**src/rtl/pc_pkg.sv**
```systemverilog
// Shared definitions for the program-counter sequencer.
// Next-PC select codes and the offset shift helper.
package pc_pkg;

    localparam logic [2:0] SEL_SEQ = 3'd0;
    localparam logic [2:0] SEL_BR  = 3'd1;
    localparam logic [2:0] SEL_J   = 3'd2;
    localparam logic [2:0] SEL_JR  = 3'd3;
    localparam logic [2:0] SEL_RET = 3'd4;
    localparam logic [2:0] SEL_EXC = 3'd5;

    // Byte-addressed fetch scales word offsets by 4.
    function automatic int unsigned off_sh(input int unsigned step);
        return (step == 4) ? 2 : 0;
    endfunction

endpackage

```
**src/rtl/ras_stack.sv**
```systemverilog
// Circular return-address stack with count and sticky overflow.
// A push while full overwrites the oldest entry.
module ras_stack #(
    parameter int unsigned PC_W      = 32,
    parameter int unsigned RAS_DEPTH = 4
) (
    input  logic            clk,
    input  logic            reset,
    input  logic            push,
    input  logic            pop,
    input  logic [PC_W-1:0] din,
    output logic [PC_W-1:0] top,
    output logic            empty,
    output logic            ovf
);

    localparam int unsigned PW = $clog2(RAS_DEPTH);
    localparam int unsigned CW = PW + 1;

    logic [PC_W-1:0] mem [RAS_DEPTH];
    logic [PW-1:0]   ptr;
    logic [PW-1:0]   ptr_m1;
    logic [CW-1:0]   cnt;
    logic            full;
    logic            pop_ok;

    assign ptr_m1 = ptr - PW'(1);
    assign full   = (cnt == CW'(RAS_DEPTH));
    assign empty  = (cnt == '0);
    assign pop_ok = pop && !empty;
    assign top    = mem[ptr_m1];

    always_ff @(posedge clk or posedge reset) begin
        if (reset) begin
            for (int i = 0; i < RAS_DEPTH; i++) begin
                mem[i] <= '0;
            end
            ptr <= '0;
            cnt <= '0;
            ovf <= 1'b0;
        end else if (push && pop_ok) begin
            // Pop then push collapses to replacing the top entry.
            mem[ptr_m1] <= din;
        end else if (push) begin
            mem[ptr] <= din;
            ptr      <= ptr + PW'(1);
            if (full) begin
                ovf <= 1'b1;
            end else begin
                cnt <= cnt + CW'(1);
            end
        end else if (pop_ok) begin
            ptr <= ptr_m1;
            cnt <= cnt - CW'(1);
        end
    end

endmodule

```
**src/rtl/pc_sequencer.sv**
```systemverilog
// Program-counter register and next-PC selection for the fetch path.
// Sources: sequential, branch, J/JAL, JR, return stack, exception.
module pc_sequencer
    import pc_pkg::*;
#(
    parameter int unsigned    PC_W      = 32,
    parameter int unsigned    PC_STEP   = 1,
    parameter logic [PC_W-1:0] RESET_PC = '0,
    parameter logic [31:0]    EXC_VEC   = 32'h20,
    parameter int unsigned    RAS_DEPTH = 4
) (
    input  logic            clk,
    input  logic            reset,
    input  logic            stall,
    input  logic            exc,
    input  logic            branch_taken,
    input  logic [31:0]     imm_sign,
    input  logic            jump,
    input  logic [25:0]     jump_index,
    input  logic            link,
    input  logic            jr,
    input  logic            ret,
    input  logic [PC_W-1:0] jr_target,
    output logic [PC_W-1:0] pc,
    output logic [PC_W-1:0] pc_plus,
    output logic            ras_empty,
    output logic            ras_ovf
);

    localparam int unsigned     OFF_SH = off_sh(PC_STEP);
    localparam logic [PC_W-1:0] EXC_PC = PC_W'(EXC_VEC);
    localparam logic [PC_W-1:0] J_MASK =
        (PC_W'(1) << (26 + OFF_SH)) - PC_W'(1);

    logic [PC_W-1:0] imm_w;
    logic [PC_W-1:0] br_tgt;
    logic [PC_W-1:0] j_tgt;
    logic [PC_W-1:0] r_tgt;
    logic [PC_W-1:0] ras_top;
    logic [PC_W-1:0] nxt;
    logic [2:0]      sel;
    logic            upd;
    logic            push;
    logic            pop;

    assign pc_plus = pc + PC_W'(PC_STEP);
    assign imm_w   = PC_W'(signed'(imm_sign));
    assign br_tgt  = pc_plus + (imm_w << OFF_SH);
    assign j_tgt   = (pc_plus & ~J_MASK)
                   | (PC_W'(jump_index) << OFF_SH);
    assign r_tgt   = ras_empty ? jr_target : ras_top;

    // Exception overrides stall and squashes any stack update.
    assign upd  = exc || !stall;
    assign push = link && jump && !exc && !stall;
    assign pop  = ret && jr && !exc && !stall;

    always_comb begin
        sel = SEL_SEQ;
        if (exc) begin
            sel = SEL_EXC;
        end else if (jr && ret) begin
            sel = SEL_RET;
        end else if (jr) begin
            sel = SEL_JR;
        end else if (jump) begin
            sel = SEL_J;
        end else if (branch_taken) begin
            sel = SEL_BR;
        end
    end

    always_comb begin
        nxt = pc_plus;
        case (sel)
            SEL_EXC: nxt = EXC_PC;
            SEL_RET: nxt = r_tgt;
            SEL_JR:  nxt = jr_target;
            SEL_J:   nxt = j_tgt;
            SEL_BR:  nxt = br_tgt;
            default: nxt = pc_plus;
        endcase
    end

    always_ff @(posedge clk or posedge reset) begin
        if (reset) begin
            pc <= RESET_PC;
        end else if (upd) begin
            pc <= nxt;
        end
    end

    ras_stack #(
        .PC_W      (PC_W),
        .RAS_DEPTH (RAS_DEPTH)
    ) u_ras (
        .clk   (clk),
        .reset (reset),
        .push  (push),
        .pop   (pop),
        .din   (pc_plus),
        .top   (ras_top),
        .empty (ras_empty),
        .ovf   (ras_ovf)
    );

endmodule

```
**config.mk**
```make
export PLATFORM = sky130hd
export DESIGN_NAME = pc_sequencer
export DESIGN_NICKNAME = d
export VERILOG_FILES = /design/src/rtl/pc_pkg.sv /design/src/rtl/ras_stack.sv /design/src/rtl/pc_sequencer.sv
export SDC_FILE = /design/constraint.sdc
export NUM_CORES = 1
export LEC_CHECK = 0
export CAP_MARGIN = 20
export CORE_MARGIN = 4
export CORE_UTILIZATION = 40
export CTS_BUF_LIST = sky130_fd_sc_hd__clkbuf_16
export CTS_CLUSTER_SIZE = 14
export DETAILED_ROUTE_END_ITERATION = 12
export SLEW_MARGIN = 20
export SYNTH_ARGS = -nofsm -noshare
export SYNTH_HDL_FRONTEND = slang
export SYNTH_HIERARCHICAL = 1
export SYNTH_SLANG_ARGS = --single-unit
```
**constraint.sdc**
```tcl
create_clock -name clk -period 7.5 [get_ports clk]
set_input_delay 1.5 -clock clk [delete_from_list [all_inputs] [get_ports clk]]
set_output_delay 1.5 -clock clk [all_outputs]
set_load 0.005 [all_outputs]
```
==> results.ini, run 1 <==
[outcome]
status = complete, no violations

[synthesis]
ys_seq_area_share_pct = 38.9
synth_flop_cell = dfrtp_1
synth.distinct_cells = 72
synth-seq-cells = 166
synthArstFlopShare_pct = 100
synth_edf_count = 0
yosys.area.top_type = dfrtp_1
syn_area_mm2 = 0.0107
yosysWarnings = 6
synthesis.nets = 1146
ys_top_cells_by_area = dfrtp_1 (39%), mux2_2 (13%), mux4_2 (6.8%)
synth_cells = 1001
syn_avg_cell_area_um2 = 10.7
synth_top_area_share_pct = 38.9

[sta]
setup_viol = 0
maxSlewHeadroom_pct = 40.5
fin_setup_tns_ns = 0
rsz0062_at_grt = false
worst_slew_pin_slew_ns = 0.886
fin_ws_ns = 2.34
fmax_ghz = 0.194
min_period_ns = 5.16
hold_violations = 0
finalCritPeriodShare_pct = 68.8
clock_skew_ns = 0.00906
slew_viol_final = 0

[critical_path]
cpMaxStageDelayCell = xnor2_1
path_class = reg -> out
crit_fanout = 7
critical_path_required_ns = 6.00
rr_startpoint = pc[0]$_DFFE_PP0P_
r2r-end = pc[31]$_DFFE_PP0P_
cp-end-kind = primary output
r2r_setup_slack_ns = 2.78
r2r_cells = 15
start_kind = flip-flop
crit_chain = ha_1, nand4_1, nor3_2, buf_4, and3_1, nand3_1, xnor2_1, clkdlybuf4s50_1
cp.arrival_ns = 3.66
crit_path_max_incr_delay_ns = 0.71

[global_routing]
grtUsageTotal_pct = 23.4
antenna_found_initial = 0
grt_pass1_wl_um = 52200
grt_max_degree = 70
overflow = 0
grt_pass1_vias = 8830

[min_path]
holdPathStages = 1
min_to = u_ras/mem[39]$_DFFE_PP0P_
hold_start = u_ras/mem[39]$_DFFE_PP0P_
min_path_type = reg -> reg

[layout]
syn_to_final_growth_pct = 24.9
final_cell_area_mm2 = 0.0133
nets = 1301
ff_latch_area_mm2 = 0.00416
drive_gt1_share_pct = 19.3
final_cell_count_no_fill = 1504
diodes = 0
fillCellCount = 2365
multi_input_area_mm2 = 0.00622

[place]
post_dp_cell_area_mm2 = 0.0127
place.gp.congestion = 0.833
io_buffers = 164
place_inst = 1472
hpwl_um = 25100
dp_slack_ns = 2.47

[route]
viasPerCell = 5.84
post-route-drc-count = 0
avgRoutedWirePerCell_um = 22.9
firstDrtPassIters = 7
ant_nets = 0
drt_iter0_markers = 754
routed_wl_um = 34500
num_vias = 8788

[floorplanning]
die_h_um = 171
core_mm2 = 0.0261
num_io_pins = 165
dieWidth_um = 171
initial_core_util_pct = 40.8
rows = 59
die_area_mm2 = 0.0294

[power]
p_leak_nw = 5.96
power_density_mw_per_mm2 = 300
ir_drop_mv = 0.158

[clock_tree]
cts_root_buf = clkbuf_16
cts_tree = built
cts_made_buffers = 17
post_cts_resized = 0
cts_max_level = 4
postCtsHoldBufs = 0
cts.sink_count = 166
clk_latency_ns = 0.42
cts_max_path_buffers = 2
postCtsSetupBuffers = 0
path_clk_slew_ns = 0.07

[run]
maxCapViolations = 0

cell families (layout without fill, tap and decap cells):
kind of cell | count (synthesis) | in the layout | synth area share [%]
AOI/OAI and AO/OA | 244 | 244 | 14.6
xor gates and xnor gates | 58 | 58 | 4.90
adders and majority gates | 46 | 46 | 5.53
buffers and inverters | 80 | 248 | 3.19
DFF | 166 | 166 | 38.9
muxes | 182 | 182 | 22.3
and+or+nand+nor | 225 | 225 | 10.5
metal layers:
| metal | track usage [%] | vias up | share of wire (%) |
|---|---|---|---|
| li1 | - | 4028 | - |
| met1 | 33.1 | 4366 | 45 |
| met2 | 36.9 | 356 | 46 |
| met3 | 4.92 | 38 | 6.8 |
| met4 | 6.30 | 0 | 2.3 |
| met5 | 0 | - | 0 |
report_power, final:
group | switching (W) | internal [W] | leakage, nW
logic | 0.000817 | 0.000871 | 3.48
clock network | 0.000366 | 0.000554 | 0.295
registers | 0.000188 | 0.00120 | 2.19
total | 0.00137 | 0.00262 | 5.96
cells in the mapped netlist (all sizes together) (4+ instances only):
| library cell | number |
|---|---|
| a211oi | 6 |
| a21o | 12 |
| a21oi | 82 |
| a221oi | 15 |
| a22oi | 4 |
| a31o | 4 |
| a31oi | 9 |
| and2 | 9 |
| and3 | 15 |
| and4 | 6 |
| buf | 28 |
| clkbuf | 23 |
| dfrtp | 166 |
| ha | 44 |
| inv | 29 |
| mux2 | 130 |
| mux2i | 20 |
| mux4 | 32 |
| nand2 | 74 |
| nand2b | 5 |
| nand3 | 15 |
| nand4 | 9 |
| nor2 | 56 |
| nor2b | 9 |
| nor3 | 12 |
| o21a | 9 |
| o21ai | 50 |
| o21bai | 6 |
| o221ai | 7 |
| o22a | 4 |
| o22ai | 9 |
| xnor2 | 36 |
| xor2 | 22 |
flip-flops by register name, summed over array words and instances (netlist names):
register	count
u_ras/mem	128
pc	32
u_ras/cnt	3
u_ras/ptr	2
u_ras/ovf	1
how the worst max path moves through the flow:
stage	to	from	slack (ns)
3_3_place_gp	u_ras/mem[46]$_DFFE_PP0P_	exc	2.52
3_5_place_dp	u_ras/mem[41]$_DFFE_PP0P_	exc	2.47
6_report	pc_plus[28]	pc[0]$_DFFE_PP0P_	2.34
2_1_floorplan	u_ras/cnt[0]$_DFFE_PP0P_	reset	2.42
4_1_cts	pc_plus[28]	pc[0]$_DFFE_PP0P_	2.37
5_1_grt	pc_plus[28]	pc[0]$_DFFE_PP0P_	2.21
cells in the final DEF (no fill, tap or decap), types with 17 or more instances in the layout:
master / netlist / final
inv_1: 29 / 29
buf_4: 3 / 23
mux2_2: 121 / 121
xor2_1: 21 / 21
dfrtp_1: 166 / 165
a21oi_1: 80 / 80
xnor2_1: 35 / 35
mux2i_1: 20 / 20
clkbuf_16: 0 / 17
clkdlybuf4s50_1: 0 / 164
nand2_1: 74 / 74
mux4_2: 32 / 32
nor2_1: 56 / 55
ha_1: 44 / 44
o21ai_0: 37 / 37
final cells by class:
type / instances / area share, %
Clock buffer: 17 / 3.19
Clock inverter: 15 / 1.40
Inverter: 29 / 0.835
Multi-Input combinational cell: 755 / 46.7
Sequential cell: 166 / 31.2
Tap cell: 335 / 3.14
Timing Repair Buffer: 187 / 13.6
worst max-delay path, delay by kind of cell, from the launching register on:
family | cells | cell delay [ns]
adder cells (fa/ha/maj) | 1 | 0.28
flip-flops | 1 | 0.45
AND/OR/NAND/NOR | 4 | 0.92
XOR/XNOR | 1 | 0.71
buffers and inverters | 2 | 0.86
metrics by stage:
stage	util (%)	hold WS [ns]	power, W
floorplan	-	0.459	0.00251
global placement	48.7	0.454	0.00306
detailed placement	48.7	0.479	0.00309
CTS	51.0	0.493	0.00401
global route	51.0	0.508	0.00423
finish	51.0	0.493	0.00399
(Power assumes the default switching activity.)
==> run 2, diff against run 1 <==
Clock period 7.5 ns to 4.75 ns, I/O delays scaled along.
==> run 2 against run 1 <==
Compared with the run above:
- final area increased by 0.77%
- critical path type unchanged
- sequential power increased by 58%
- critical path depth fell by 1
- via count is 0.13% higher
- worst hold slack lost 0.021 ns
- die area is the same
- clock power rose by 46%
- sequential share of layout area is 0.24 points lower
- worst setup slack worse by 2.1 ns
==> results.ini, run 2 (synthesis gave the netlist of run 1 again) <==
[sta]
worst_slew_pin_slew_ns = 0.915  ; +0.0288 ns
whs_ns = 0.472  ; -0.0210 ns
setup_viol = 0  ; unchanged
hold_violations = 0  ; unchanged
clock_skew_ns = 0.00800  ; -0.00106 ns
slew_viol_final = 0  ; unchanged
finalCritPeriodShare_pct = 94.6
maxSlewHeadroom_pct = 39.0  ; -1.5 points
fmax_ghz = 0.222
rsz0062_at_grt = false
min_period_ns = 4.49
fin_setup_tns_ns = 0  ; unchanged

[run]
maxCapViolations = 0  ; unchanged

[layout]
diodes = 0  ; unchanged
nets = 1320  ; +1.5%
drive_gt1_share_pct = 20.7  ; +1.4 points
fillCellCount = 2398  ; +1.4%
largestRegisters = u_ras/mem: 128 flops, pc: 32 flops, u_ras/cnt: 3 flops
layout_commonest_cell = dfrtp_1
largest_reg_flops = 128  ; unchanged
final_cell_mix = dfrtp_1 (165), clkdlybuf4s50_1 (164), mux2_2 (121)
syn_to_final_growth_pct = 25.9
max_flop_register = u_ras/mem

[global_routing]
antenna_found_initial = 0  ; unchanged
grt_pass1_vias = 8991  ; +1.8%
grt_pass1_wl_um = 53000  ; +1.6%
grtUsageTotal_pct = 23.6  ; +0.21 points
grt_max_degree = 71  ; +1.4%
overflow = 0  ; unchanged

[clock_tree]
cts.sink_count = 166  ; unchanged
postCtsSetupBuffers = 0  ; unchanged
cts_made_buffers = 17  ; unchanged
postCtsHoldBufs = 0  ; unchanged
post_cts_resized = 0  ; unchanged
cts_tree = built
clk_latency_ns = 0.43  ; about the same
cts_root_buf = clkbuf_16
cts_max_path_buffers = 2  ; unchanged
path_clk_slew_ns = 0.07  ; about the same
cts_max_level = 4  ; unchanged

[route]
num_vias = 8799  ; +0.13%
viasPerCell = 5.78  ; -1.1%
ant_nets = 0  ; unchanged
routed_wl_um = 34300  ; -0.66%
firstDrtPassIters = 5  ; -2
avgRoutedWirePerCell_um = 22.5  ; -1.9%
post-route-drc-count = 0  ; unchanged
drt_iter0_markers = 549  ; -27%

[floorplanning]
rows = 59  ; unchanged
num_io_pins = 165  ; unchanged
die_area_mm2 = 0.0294  ; unchanged
dieWidth_um = 171  ; unchanged
initial_core_util_pct = 40.8  ; unchanged
die_h_um = 171  ; unchanged
core_mm2 = 0.0261  ; unchanged

[place]
place.gp.congestion = 0.928  ; +11%
io_buffers = 164  ; unchanged
hpwl_um = 25100  ; about the same

[critical_path]
path_class = reg -> out
crit_fanout = 7  ; unchanged
cp-end-kind = primary output
start_kind = flip-flop
critical_path_required_ns = 3.80  ; -2.20 ns
cp.arrival_ns = 3.54  ; -0.12 ns

[power]
p_leak_nw = 6.03  ; +1.2%
power_density_mw_per_mm2 = 460  ; +54%
ir_drop_mv = 0.230  ; +46%

[min_path]
min_path_type = reg -> reg

[outcome]
status = complete, no violations

==> run 2: cell count changes in the layout (fill, tap and decap cells not counted) <==
| cell | change |
|---|---|
| inv_6 | +2 |
| buf_12 | +1 |
| buf_4 | +18 |
| bufinv_16 | -3 |
| clkinv_2 | -1 |
| nor3_1 | -1 |
| clkinv_4 | +1 |
| nor3_2 | +1 |
| inv_8 | +1 |
==> run 2: through the flow <==
step / total power [W] / utilization (%) / cell area, um2 / std cells / setup WS (ns)
after floorplan: 0.00396 / - / 10700 / 1001 / 0.217
after global placement: 0.00481 / 49.3 / 12900 / 1491 / 0.585
after detailed placement: 0.00486 / 49.3 / 12900 / 1491 / 0.498
after CTS: 0.00623 / 51.4 / 13400 / 1523 / 0.248
after global routing: 0.00657 / 51.4 / 13400 / 1523 / 0.0159
final: 0.00618 / 51.4 / 13400 / 1523 / 0.256
==> run 2: where the power goes <==
group,leakage (nW),internal [W],switching (W)
combinational,3.58,0.00140,0.00125
clock,0.268,0.000724,0.000617
sequential,2.19,0.00189,0.000299
==> run 2: worst paths after layout <==
kind                                       start                   endpoint  slack [ns]  cells past startpoint
max                            pc[0]$_DFFE_PP0P_                pc_plus[26]        0.26                      7
min                        u_ras/ovf$_DFFE_PP0P_      u_ras/ovf$_DFFE_PP0P_        0.47                      1
max reg2reg                    pc[5]$_DFFE_PP0P_         pc[24]$_DFFE_PP0P_        0.41                     14
min reg2reg                u_ras/ovf$_DFFE_PP0P_      u_ras/ovf$_DFFE_PP0P_        0.47                      1
max in group asynchronous                  reset  u_ras/mem[32]$_DFFE_PP0P_        2.78                      3
min in group asynchronous                  reset         pc[26]$_DFFE_PP0P_        1.04                      3
==> run 2: layer usage <==
metal | GRT usage (%) | up-vias | routed length (um)
li1 | - | 4072 | -
met1 | 33.6 | 4405 | 16000
met2 | 37.1 | 281 | 15600
met3 | 4.57 | 41 | 2120
met4 | 6.65 | 0 | 595
met5 | 0 | - | 0
==> run 2: area by class of cell <==
type | count | area [um2] | area share [%]
clock buffers | 17 | 425 | 3.17
flip-flops and latches | 166 | 4160 | 30.9
clock inverters | 15 | 129 | 0.959
repair buffers | 206 | 1970 | 14.7
inverters | 29 | 111 | 0.829
well taps | 335 | 419 | 3.12
multi-input cells | 755 | 6230 | 46.3
==> run 2: critical path: stages (launching register included) <==
cell and delay (ns):
dfrtp_1 0.43, ha_1 0.27, nand4_1 0.18, nor3_2 0.53, and3_1 0.45, and2_1 0.24, xor2_1 0.39, clkdlybuf4s50_1 0.62
